==> src/rtl/axi_moving_avg_pow2.sv <==
// Streaming moving average over 2^k samples with round-half-up, clip, length-change flush
// and an optional warm-up hold-off. One output register stage gives 1-cycle latency.
module axi_moving_avg_pow2 #(
  parameter int WIDTH        = 16,
  parameter int MAX_LEN_LOG2 = 8,
  parameter bit HOLDOFF      = 1'b0
) (
  input  logic                              clk,
  input  logic                              aresetn,
  input  logic                              clear,
  input  logic [$clog2(MAX_LEN_LOG2+1)-1:0] len_log2,
  input  logic [WIDTH-1:0]                  i_tdata,
  input  logic                              i_tlast,
  input  logic                              i_tvalid,
  output logic                              i_tready,
  output logic [WIDTH-1:0]                  o_tdata,
  output logic                              o_tuser,
  output logic                              o_tlast,
  output logic                              o_tvalid,
  input  logic                              o_tready
);
  localparam int KW    = $clog2(MAX_LEN_LOG2+1);
  localparam int AW    = MAX_LEN_LOG2;
  localparam int DEPTH = 1 << MAX_LEN_LOG2;
  localparam int SW    = WIDTH + MAX_LEN_LOG2 + 1;
  localparam int FW    = MAX_LEN_LOG2 + 1;

  localparam logic signed [SW-1:0] AVG_MAX = {{(SW-WIDTH+1){1'b0}}, {(WIDTH-1){1'b1}}};
  localparam logic signed [SW-1:0] AVG_MIN = {{(SW-WIDTH+1){1'b1}}, {(WIDTH-1){1'b0}}};

  typedef struct packed {
    logic [WIDTH-1:0] data;
    logic             user;
    logic             last;
  } beat_t;

  logic [KW-1:0]        k_cur, k_q, k_d;
  logic                 kchg_q, kchg_d;
  logic signed [SW-1:0] sum_q, sum_d;
  logic [FW-1:0]        fill_q, fill_d;
  logic [AW-1:0]        wp_q, wp_d;
  beat_t                out_q, out_d;
  logic                 o_tvalid_q, o_tvalid_d;
  logic [WIDTH-1:0]     hist_q [DEPTH];

  logic                 flush, acc, emit, full_new;
  logic [FW-1:0]        len_w, fill_inc, fill_new, base_fill;
  logic [AW-1:0]        rd_addr, base_wp;
  logic signed [SW-1:0] base_sum, x_ext, old_ext, sum_new, rnd, rnd_sum, shifted;
  logic [WIDTH-1:0]     oldest, avg;

  assign k_cur = (len_log2 > KW'(MAX_LEN_LOG2)) ? KW'(MAX_LEN_LOG2) : len_log2;

  // k is sampled every cycle; a change is seen as a flush one cycle later, so the
  // sample accepted in the change cycle still runs under the old k.
  assign flush = clear | kchg_q;
  assign len_w = FW'(1) << k_q;

  assign i_tready = o_tready | ~o_tvalid_q;
  assign acc      = i_tvalid & i_tready;

  // Read before the write at the same edge: when L == depth rd_addr equals wp.
  assign rd_addr = wp_q - len_w[AW-1:0];
  assign oldest  = (!flush && fill_q == len_w) ? hist_q[rd_addr] : '0;

  assign base_sum  = flush ? '0 : sum_q;
  assign base_fill = flush ? '0 : fill_q;
  assign base_wp   = flush ? '0 : wp_q;

  assign x_ext    = {{(SW-WIDTH){i_tdata[WIDTH-1]}}, i_tdata};
  assign old_ext  = {{(SW-WIDTH){oldest[WIDTH-1]}}, oldest};
  assign sum_new  = base_sum + x_ext - old_ext;
  assign fill_inc = base_fill + FW'(1);
  assign fill_new = (fill_inc >= len_w) ? len_w : fill_inc;
  assign full_new = (fill_new == len_w);

  assign rnd     = (k_q == '0) ? '0 : (SW'(1) << (k_q - KW'(1)));
  assign rnd_sum = sum_new + rnd;
  assign shifted = rnd_sum >>> k_q;
  assign avg     = (shifted > AVG_MAX) ? AVG_MAX[WIDTH-1:0] :
                   (shifted < AVG_MIN) ? AVG_MIN[WIDTH-1:0] : shifted[WIDTH-1:0];

  assign emit = acc & (!HOLDOFF || full_new);

  always_comb begin
    k_d        = k_cur;
    kchg_d     = (k_cur != k_q);
    sum_d      = sum_q;
    fill_d     = fill_q;
    wp_d       = wp_q;
    out_d      = out_q;
    o_tvalid_d = o_tvalid_q;
    if (flush) begin
      sum_d  = '0;
      fill_d = '0;
      wp_d   = '0;
    end
    if (acc) begin
      sum_d  = sum_new;
      fill_d = fill_new;
      wp_d   = base_wp + AW'(1);
    end
    if (emit) begin
      o_tvalid_d = 1'b1;
      out_d      = '{data: avg, user: full_new, last: i_tlast};
    end else if (o_tready) begin
      o_tvalid_d = 1'b0;
    end
  end

  always_ff @(posedge clk or negedge aresetn) begin
    if (!aresetn) begin
      k_q        <= '0;
      kchg_q     <= 1'b0;
      sum_q      <= '0;
      fill_q     <= '0;
      wp_q       <= '0;
      out_q      <= '0;
      o_tvalid_q <= 1'b0;
    end else begin
      k_q        <= k_d;
      kchg_q     <= kchg_d;
      sum_q      <= sum_d;
      fill_q     <= fill_d;
      wp_q       <= wp_d;
      out_q      <= out_d;
      o_tvalid_q <= o_tvalid_d;
    end
  end

  // History needs no reset: fill gates every read.
  always_ff @(posedge clk) begin
    if (acc) hist_q[base_wp] <= i_tdata;
  end

  assign o_tdata  = out_q.data;
  assign o_tuser  = out_q.user;
  assign o_tlast  = out_q.last;
  assign o_tvalid = o_tvalid_q;
endmodule

==> config.mk <==
export PLATFORM = sky130hd
export DESIGN_NAME = axi_moving_avg_pow2
export DESIGN_NICKNAME = d
export VERILOG_FILES = /design/src/rtl/axi_moving_avg_pow2.sv
export SDC_FILE = /design/constraint.sdc
export NUM_CORES = 2
export LEC_CHECK = 0
export BUFFER_PORTS_ARGS = -buffer_cell sky130_fd_sc_hd__buf_2
export CORE_MARGIN = 2
export CORE_UTILIZATION = 55
export DETAILED_ROUTE_END_ITERATION = 8
export MAX_ROUTING_LAYER = met4
export PLACE_DENSITY = 0.82
export SLEW_MARGIN = 20
export SYNTH_ARGS = -nofsm -noshare
export SYNTH_HDL_FRONTEND = slang
export SYNTH_SLANG_ARGS = --single-unit
==> constraint.sdc <==
create_clock -name clk -period 11.8 [get_ports clk]
set_clock_uncertainty 0.1 [all_clocks]
set_input_delay 1.18 -clock clk [delete_from_list [all_inputs] [get_ports clk]]
set_output_delay 1.18 -clock clk [all_outputs]
set_load 0.005 [all_outputs]
==> results.md <==
- Ratio of final minimum period to clock period: 98.5%
- Number of fill cells: 17900
- Top-count cell post-synth: edfxtp_1
- Async set-reset flop share out of synthesis: 1.59%
- Hold crit path type: in -> async
- Non-filler cells, final: 12200
- Number of setup violations in the final report: 0
- Synthesized area: 165000 um^2
- Setup WS pre-CTS: 282 ps
- DPL Wire Length: 248 mm
- Width of the die: 551 um
- DRC viols: 21
- Net Sw Frac: 24.8%
- WHS: 362 ps
- Cell Pwr Density: 183 nW/um^2
- Iter 0 DRT Violations: 17300
- Max Cap Viol: 0
- Synth area leaders: edfxtp_1, mux4_2, dfrtp_1
- P&R area growth vs syn: 13.4%
- Synth cell types: 79
- CTS max path bufs: 4
- Reg power frac: 47.8%
- CTS Sinks: 4162
- Post-synth top area share: between 70% and 80%
- Port bufs: 45
- Clk pwr share: between 30% and 40%
- Logic pwr share: 12.5%
- Num rows: 200
- CP Capture Point: o_tdata[3]
- Post-synth net total: approximately 7500
- TritonCTS buffer count: 397
- Starting density of the core: 55.4%
- Largest net degree at the start of global routing: 245
- Seq cells post-synth: 4162
- Clk pin slew, worst setup/hold paths: 70 ps
- Flop2flop setup slack: 180 ps
- Fin. max-slew vios: 0
- Die Area: 304000 um^2
- FF-to-FF path depth: 40
- Post-synth EDFFs: 4096
- Psw: 8440 uW
- CTS Root Cell: clkbuf_16
- Crit path kind: reg -> reg
- Final worst slack: around 180 ps
- Critical Path Sink Type: flip-flop
- H-tree depth: 5
- Worst path max stage delay: ~600 ps
- Violated checks: design-rule violations
- Area leader, netlist: edfxtp_1
- Final Hold Viols: 0
- Routability cong.: 0.900
- Worst skew pair latency: 1000 ps
- First-pass GRT wire length: 681 mm
- Syn_area_per_cell: approximately 22 um^2
- Dominant synthesized flop cell: edfxtp_1
- First drt pass iteration count: 9
- Static Leak: approximately 0.06 uW
- Vias in the first global route: 86800
- Via Count: 87100
- Power Internal: 25600 uW
- Outcome: finished, violations left
- Residual overflow from global routing: 0
- CP required: about 12000 ps
- Worst reg2reg startpoint: k_q[2]
- Worst path slowest cell: a31oi_1
- Worst Path Max Fanout: 76
- Final nets: roughly 8000
- Period minus WS final: 11620 ps
- Worst setup path start: k_q[2]
- Routed WL: 487 mm
- Maximum VDD drop: 0.143 mV
- Slew HR: 15.8%
- Cells after DPL: approximately 11000
- YS warnings: 0
- CTS Hold Bufs: 0
- Reg-to-Reg End: o_tdata[3]
- Cells after Synth: 7354
- Core area: 297000 um^2
- Synth top cells by count: edfxtp_1, mux4_2, clkbuf_1, nor2_1, nand2_1
- GRT Overall Usage: 33.0%
- CTS tree: yes
- DR WL/cell: 40.0 um
- I/O Pins: 46
- Sequential-to-total area share from yosys stat: around three quarters
- Remaining antenna violation count: 0
- Drt via density: 7.15
- Layout cells sized above 1: 30.7%
- Initial antenna violation count: 30
- Worst-Margin Slew: 1260 ps
- Die height: 551 um
- WP data arrival: 12290 ps
- Fmax: 86.0 MHz
- CP Launch Type: flip-flop
==> cells in the final DEF, fill, tap and decap left out, types with 12 or more instances in the layout <==
cell type and instances:
nor2_1 310, fa_1 25, o21ai_0 76, nor2_2 19, clkbuf_1 60, a21o_1 23, a31oi_1 37, o22ai_1 35
clkinv_1 80, o211ai_1 16, nor3_1 16, xor2_1 21, nand4_1 14, inv_1 91, buf_4 421, buf_12 52
clkbuf_16 403, and2_1 38, mux2i_1 122, buf_2 29, inv_6 12, a211oi_1 68, clkinv_2 71, bufinv_16 60
dfrtp_1 66, nand2_2 16, xnor2_1 54, clkinvlp_4 24, edfxtp_1 4096, a21oi_1 52, diode_2 35, mux4_2 1285
clkbuf_8 16, nand3_1 27, nor2_4 15, ha_1 60, nand2_1 194
==> timing repair <==
action,in CTS,in global routing
endpoints found under the setup margin,0,15
gates resized for setup,0,12
buffers inserted,0,1
==> routing by layer <==
layer | GRT usage (%) | vias to the layer above | wire length (um)
met5 | - | - | 0
met4 | 16.1 | 0 | 30300
met3 | 9.00 | 1713 | 71300
met2 | 49.7 | 8657 | 229000
met1 | 42.0 | 44600 | 156000
li1 | - | 32100 | -
==> kinds of logic (layout without fill, tap and decap cells) <==
group | Yosys count | in the layout | share of synthesized area [%]
AO/OA/AOI/OAI | 391 | 391 | 1.64
other | 1 | 36 | 0.00228
XOR/XNOR | 83 | 83 | 0.451
multiplexers | 1420 | 1420 | 18.4
flip-flops | 4162 | 4162 | 75.7
AND/OR/NAND/NOR | 708 | 708 | 1.84
buffers and inverters | 502 | 1356 | 1.16
adder cells (fa/ha/maj) | 87 | 87 | 0.780
==> sequential cells by signal, summed over array words and instances, names as in the netlist, 4 cells and up <==
signal   cells
sum_q       25
k_q          4
wp_q         8
o_tdata     16
fill_q       9
hist_q    4096
==> area by class of cell <==
cell class / count / area, um^2 / share of cell area (%)
multi-input combinational: 2690 / 38500 / 20.6
sequential: 4162 / 125000 / 66.8
clock buffer: 467 / 10400 / 5.55
timing repair buffer: 532 / 4800 / 2.57
antenna: 35 / 87.6 / 0.0469
clock inverter: 263 / 3040 / 1.63
inverter: 94 / 353 / 0.189
tap: 3939 / 4930 / 2.64
==> power by group through the flow <==
stage	combinational (uW)	sequential [uW]	clock (uW)
floorplan	2410	16600	0
global placement	3850	16600	0
detailed placement	3950	16600	0
CTS	4100	16300	13500
global route	4350	16300	14000
finish	4260	16300	13500
==> through the flow <==
stage	TNS (ps)	instance area (um^2)	power (uW)	utilization [%]
finish	0	187000	34100	62.8
global route	-345	187000	34600	62.8
CTS	0	186000	33900	62.7
detailed placement	0	173000	20600	58.2
global placement	0	173000	20500	58.2
floorplan	0	165000	19000	-
==> worst min path at each step <==
stage / slack, ps / to / cells past startpoint / startpoint
floorplan: 370 / sum_q[7] / 2 / sum_q[7]
global placement: 350 / o_tlast / 2 / o_tlast
detailed placement: 360 / o_tlast / 2 / o_tlast
CTS: 320 / o_tlast / 3 / i_tlast
global route: 350 / o_tlast / 3 / i_tlast
finish: 360 / o_tvalid / 2 / aresetn
==> critical path: cells and delay by family, from the launching register on <==
kind,cells,cell delay (ps)
AOI/OAI and AO/OA,14,3680
and+or+nand+nor,9,2020
muxes,3,1450
adders and majority gates,4,1390
buffers and inverters,7,1390
xor gates and xnor gates,3,740
DFF,1,530
(Power assumes the default switching activity.)
